**config.mk**
```make
export PLATFORM = sky130hd
export DESIGN_NAME = jt6295_phrase_fetch
export DESIGN_NICKNAME = d
export VERILOG_FILES = /design/src/rtl/jt6295_phrase_fetch.sv
export SDC_FILE = /design/constraint.sdc
export NUM_CORES = 1
export LEC_CHECK = 0
export CELL_PAD_IN_SITES_DETAIL_PLACEMENT = 0
export CELL_PAD_IN_SITES_GLOBAL_PLACEMENT = 1
export CORE_ASPECT_RATIO = 1.75
export CORE_MARGIN = 10
export CORE_UTILIZATION = 45
export CTS_CLUSTER_SIZE = 25
export DETAILED_ROUTE_END_ITERATION = 12
export GPL_ROUTABILITY_DRIVEN = 0
export PLACE_DENSITY_LB_ADDON = 0.1
export SLEW_MARGIN = 20
export SYNTH_ARGS = -nofsm -noshare
export SYNTH_HDL_FRONTEND = slang
export SYNTH_SLANG_ARGS = --single-unit
export TNS_END_PERCENT = 20
```
**constraint.sdc**
```tcl
create_clock -name clk -period 3.7 [get_ports clk]
set_input_delay 0.925 -clock clk [delete_from_list [all_inputs] [get_ports clk]]
set_output_delay 0.925 -clock clk [all_outputs]
set_load 0.01 [all_outputs]
```
**src/rtl/jt6295_phrase_fetch.sv**
```systemverilog
// Per-voice OKI6295 phrase sequencer: reads the 6-byte phrase header, then streams
// sample bytes through a two-byte buffer and presents them as high-then-low nibbles.
module jt6295_phrase_fetch #(
    parameter logic [17:0] HDR_BASE = 18'h0
) (
    input  logic        clk,
    input  logic        rst_n,
    input  logic        start,
    input  logic        stop,
    input  logic [6:0]  phrase,
    output logic        rom_cs,
    output logic [17:0] rom_addr,
    input  logic [7:0]  rom_data,
    input  logic        rom_ok,
    output logic [3:0]  nib,
    output logic        nib_valid,
    input  logic        nib_req,
    output logic        busy,
    output logic        done,
    output logic        bad
);

    typedef enum logic [2:0] {S_IDLE, S_HDR, S_CHK, S_DATA, S_END} state_t;

    state_t      state_q, state_d;
    logic        rom_cs_q, rom_cs_d;
    logic [17:0] rom_addr_q, rom_addr_d;
    logic        skip_q, skip_d;
    logic [2:0]  hcnt_q, hcnt_d;
    logic [17:0] start_q, start_d;
    logic [17:0] end_q, end_d;
    logic [7:0]  obuf_q, obuf_d;
    logic [7:0]  pbuf_q, pbuf_d;
    logic        ovalid_q, ovalid_d;
    logic        pvalid_q, pvalid_d;
    logic        lo_q, lo_d;
    logic        last_q, last_d;
    logic        busy_q, busy_d;
    logic        done_q, done_d;
    logic        bad_q, bad_d;
    logic [3:0]  nib_q, nib_d;

    logic capture;
    logic consume;

    assign capture = rom_cs_q & rom_ok & ~skip_q;
    assign consume = nib_req & ovalid_q;

    always_comb begin
        state_d    = state_q;
        rom_cs_d   = rom_cs_q;
        rom_addr_d = rom_addr_q;
        hcnt_d     = hcnt_q;
        start_d    = start_q;
        end_d      = end_q;
        obuf_d     = obuf_q;
        pbuf_d     = pbuf_q;
        ovalid_d   = ovalid_q;
        pvalid_d   = pvalid_q;
        lo_d       = lo_q;
        last_d     = last_q;
        busy_d     = busy_q;
        done_d     = 1'b0;
        bad_d      = bad_q;

        case (state_q)
            S_IDLE: begin
                if (start && !stop && phrase != 7'd0) begin
                    state_d    = S_HDR;
                    busy_d     = 1'b1;
                    bad_d      = 1'b0;
                    rom_cs_d   = 1'b1;
                    rom_addr_d = HDR_BASE + {8'd0, phrase, 3'd0};
                    hcnt_d     = 3'd0;
                end
            end
            S_HDR: begin
                if (capture) begin
                    case (hcnt_q)
                        3'd0:    start_d[17:16] = rom_data[1:0];
                        3'd1:    start_d[15:8]  = rom_data;
                        3'd2:    start_d[7:0]   = rom_data;
                        3'd3:    end_d[17:16]   = rom_data[1:0];
                        3'd4:    end_d[15:8]    = rom_data;
                        default: end_d[7:0]     = rom_data;
                    endcase
                    if (hcnt_q == 3'd5) begin
                        rom_cs_d = 1'b0;
                        state_d  = S_CHK;
                    end else begin
                        rom_addr_d = rom_addr_q + 18'd1;
                        hcnt_d     = hcnt_q + 3'd1;
                    end
                end
            end
            S_CHK: begin
                if (end_q < start_q) begin
                    bad_d   = 1'b1;
                    done_d  = 1'b1;
                    busy_d  = 1'b0;
                    state_d = S_IDLE;
                end else begin
                    state_d    = S_DATA;
                    rom_addr_d = start_q;
                    rom_cs_d   = 1'b1;
                    last_d     = 1'b0;
                    ovalid_d   = 1'b0;
                    pvalid_d   = 1'b0;
                    lo_d       = 1'b0;
                end
            end
            S_DATA: begin
                // Consumption is resolved first so a same-cycle capture lands in the freed slot.
                if (consume) begin
                    if (lo_q) begin
                        ovalid_d = pvalid_q;
                        obuf_d   = pbuf_q;
                        pvalid_d = 1'b0;
                        lo_d     = 1'b0;
                    end else begin
                        lo_d = 1'b1;
                    end
                end
                if (capture) begin
                    if (!ovalid_d) begin
                        obuf_d   = rom_data;
                        ovalid_d = 1'b1;
                    end else begin
                        pbuf_d   = rom_data;
                        pvalid_d = 1'b1;
                    end
                    if (rom_addr_q == end_q) last_d = 1'b1;
                    else                     rom_addr_d = rom_addr_q + 18'd1;
                end
                rom_cs_d = ~last_d & ~(ovalid_d & pvalid_d);
                if (last_d && !ovalid_d) begin
                    state_d = S_END;
                    done_d  = 1'b1;
                    busy_d  = 1'b0;
                end
            end
            default: state_d = S_IDLE;
        endcase

        if (stop && (state_q == S_HDR || state_q == S_CHK || state_q == S_DATA)) begin
            state_d    = S_IDLE;
            rom_cs_d   = 1'b0;
            rom_addr_d = rom_addr_q;
            ovalid_d   = 1'b0;
            pvalid_d   = 1'b0;
            lo_d       = 1'b0;
            last_d     = 1'b0;
            busy_d     = 1'b0;
            done_d     = 1'b1;
            bad_d      = bad_q;
        end

        nib_d  = ovalid_d ? (lo_d ? obuf_d[3:0] : obuf_d[7:4]) : 4'd0;
        // A new address or a fresh select makes the arbiter's current ok stale for one cycle.
        skip_d = rom_cs_d & (~rom_cs_q | (rom_addr_d != rom_addr_q));
    end

    always_ff @(posedge clk or negedge rst_n) begin
        if (!rst_n) begin
            state_q    <= S_IDLE;
            rom_cs_q   <= 1'b0;
            rom_addr_q <= '0;
            skip_q     <= 1'b0;
            hcnt_q     <= '0;
            start_q    <= '0;
            end_q      <= '0;
            obuf_q     <= '0;
            pbuf_q     <= '0;
            ovalid_q   <= 1'b0;
            pvalid_q   <= 1'b0;
            lo_q       <= 1'b0;
            last_q     <= 1'b0;
            busy_q     <= 1'b0;
            done_q     <= 1'b0;
            bad_q      <= 1'b0;
            nib_q      <= '0;
        end else begin
            state_q    <= state_d;
            rom_cs_q   <= rom_cs_d;
            rom_addr_q <= rom_addr_d;
            skip_q     <= skip_d;
            hcnt_q     <= hcnt_d;
            start_q    <= start_d;
            end_q      <= end_d;
            obuf_q     <= obuf_d;
            pbuf_q     <= pbuf_d;
            ovalid_q   <= ovalid_d;
            pvalid_q   <= pvalid_d;
            lo_q       <= lo_d;
            last_q     <= last_d;
            busy_q     <= busy_d;
            done_q     <= done_d;
            bad_q      <= bad_d;
            nib_q      <= nib_d;
        end
    end

    assign rom_cs    = rom_cs_q;
    assign rom_addr  = rom_addr_q;
    assign nib       = nib_q;
    assign nib_valid = ovalid_q;
    assign busy      = busy_q;
    assign done      = done_q;
    assign bad       = bad_q;

endmodule

```
==> impl_metrics.toml <==
[job]
maxCapViolCount = 0

[finish]
finalNetCount = 764
drive_gt1_share_pct = 15.5
fillCellCount = 1174
multi_input_area_mm2 = 0.00315
area_delta_synth_final_pct = 22.1
layout_commonest_cell = "dfrtp_1"
final_cell_mix = "dfrtp_1, nand2_1, buf_4, nor2_1, o21ai_0"
fin_util_pct = 55.6
seqCellArea_mm2 = 0.00223
antenna_cells = 0

[detailed_routing]
dr_wl_met3_um = 1180
routed_wirelength_um = 20700
route.detailed.drc = 0
num_vias = 5443
viasPerCell = 6.10
antenna_left = 0
routedWlPerCell_um = 23.2
first_iter_violations = 431
highest_layer = "met4"
dr.pass1.iters = 6
wl_met1_um = 7620
wl_met2_um = 10700

[cts]
cts_tree = "done"
cts_resized = 0
cts_sinks = 89
cts_hold_buf = 0
root_buffer = "clkbuf_16"
cts_max_level = 3
postCtsSetupRepairBufs = 0
cts_max_path_buffers = 2
cts_buffers = 9
path_clk_slew_ps = 70
clkLatencyLatePin_ps = 350

[critical_path]
start_kind = "flip-flop"
cp-end-kind = "flip-flop"
cp_max_fo = 25
arrival_ps = 3530
crit_required_ps = 3900
worstSetupPathType = "flip-flop to flip-flop"
rr_worst_depth = 13

[floorplanning]
core_area_mm2 = 0.0124
die-area_mm2 = 0.0176
die_h_um = 168
placementRows = 54
boundaryPins = 48
start_util_pct = 45.5
die_x_um = 105

[timing]
slew_viol_final = 0
min_period_ps = 3320
timing.fmax_mhz = 301
tns_ps = 0
hold_viol_final = 0
fin_worst_skew_ps = 10.3
relSlewSlack_pct = 34.3
rsz0062_at_grt = "false"
tightest_slew_ps = 981
setup_viol = 0
finalCritPeriodShare_pct = 89.8

[yosys]
syn_area_mm2 = 0.00566
synth_cell_types = 66
syn_area_per_cell_um2 = 8.78
async_flop_share_pct = 100
syn_inst = 645
mappedNetlistNets = 690
synth-seq-area-share_pct = 39.3
ys_ff_latch = 89
synth_ff_type = "dfrtp_1"
synth_edf_count = 0
ys_warn_count = 0

[placement]
port_buffers = 47
place_hpwl_um = 16100

[worst_hold_path]
worst_hold_path_type = "flip-flop to flip-flop"
min_path_cells = 1

[power]
total_leakage_power_nw = 3.21
ir_drop_mv = 0.366
powerDensity_mw_per_mm2 = 668

[grt]
grt_pass1_vias = 5435
grt.overflow.total = 0
grt_start_max_net_pins = 59
track_usage_pct = 23.3
grt_antenna_before_repair = 0
grt_pass1_wl_um = 31800

[outcome]
status = "finished clean"
## critical path, stage by stage (launching register included)
cell	delay, ps
dfrtp_1	420
inv_1	70
ha_1	310
a21o_1	190
a21oi_1	150
nor3b_1	80
o311ai_2	410
o21ai_2	70
buf_4	250
a222oi_1	470
or3_1	170
nand4_1	130
nor4_2	300
a41oi_1	150
## per-stage QoR
stage	area, µm²	total power, W	cells	hold slack (ps)	worst slack, ps
after detailed placement	6580	0.00354	876	496	118
final	6910	0.00462	892	506	378
after global routing	6910	0.00487	892	533	114
after global placement	6580	0.00351	876	488	115
after floorplan	5660	0.00260	645	480	815
after CTS	6910	0.00460	892	511	377
## layout make-up
type,count,area share [%]
clock buffers,10,3.46
inverters,33,1.79
clock inverters,6,1.39
flip-flops and latches,89,32.2
multi-input cells,486,45.6
repair buffers,100,12.5
well taps,168,3.04
## path summary, 6_finish.rpt
kind,endpoint,slack [ps],startpoint
worst max register to register,skip_q,380,start_q[3]
max in group asynchronous,start_q[7],2300,rst_n
worst min register to register,pbuf_q[7],510,pbuf_q[7]
min in group asynchronous,rom_cs,650,rst_n
worst max-delay path,skip_q,380,start_q[3]
worst min-delay path,pbuf_q[7],510,pbuf_q[7]
## flip-flops by register name, indices dropped and copies added (netlist names)
name	count
obuf_q	8
nib_valid	1
state_q	3
hcnt_q	3
last_q	1
start_q	18
nib	4
rom_addr	18
rom_cs	1
lo_q	1
done	1
end_q	18
bad	1
pvalid_q	1
skip_q	1
busy	1
pbuf_q	8
## where the power goes
part | total, W | switching [W] | internal, W | leakage (nW)
clock | 0.00105 | 0.000431 | 0.000621 | 0.162
combinational | 0.00203 | 0.00118 | 0.000844 | 1.90
sequential | 0.00154 | 0.000307 | 0.00123 | 1.14
total | 0.00462 | 0.00192 | 0.00270 | 3.21
## routing by layer
metal,track usage (%),up-vias
li1,-,2491
met3,3.13,66
met4,13.5,0
met2,40.8,241
met1,26.3,2645
met5,0,-
## synth_stat cells (all sizes together) (17+ instances only)
library cell | count | area (µm²)
dfrtp | 89 | 2230
nand3 | 18 | 90.1
xor2 | 18 | 158
o22ai | 17 | 106
o21ai | 50 | 258
nor2 | 51 | 191
ha | 24 | 300
mux2 | 29 | 327
inv | 33 | 124
clkbuf | 24 | 90.1
nand2 | 81 | 304
a21oi | 40 | 204
## kinds of logic after synthesis
family                     after synthesis  synth area share, %
and+or+nand+nor                        221                 18.7
AOI/OAI and AO/OA                      180                 20.8
DFF                                     89                 39.3
buffers and inverters                   70                 5.00
muxes                                   33                 6.48
xor gates and xnor gates                27                 4.18
adders and majority gates               25                 5.48
No activity file was read; power rests on OpenSTA's default activity.
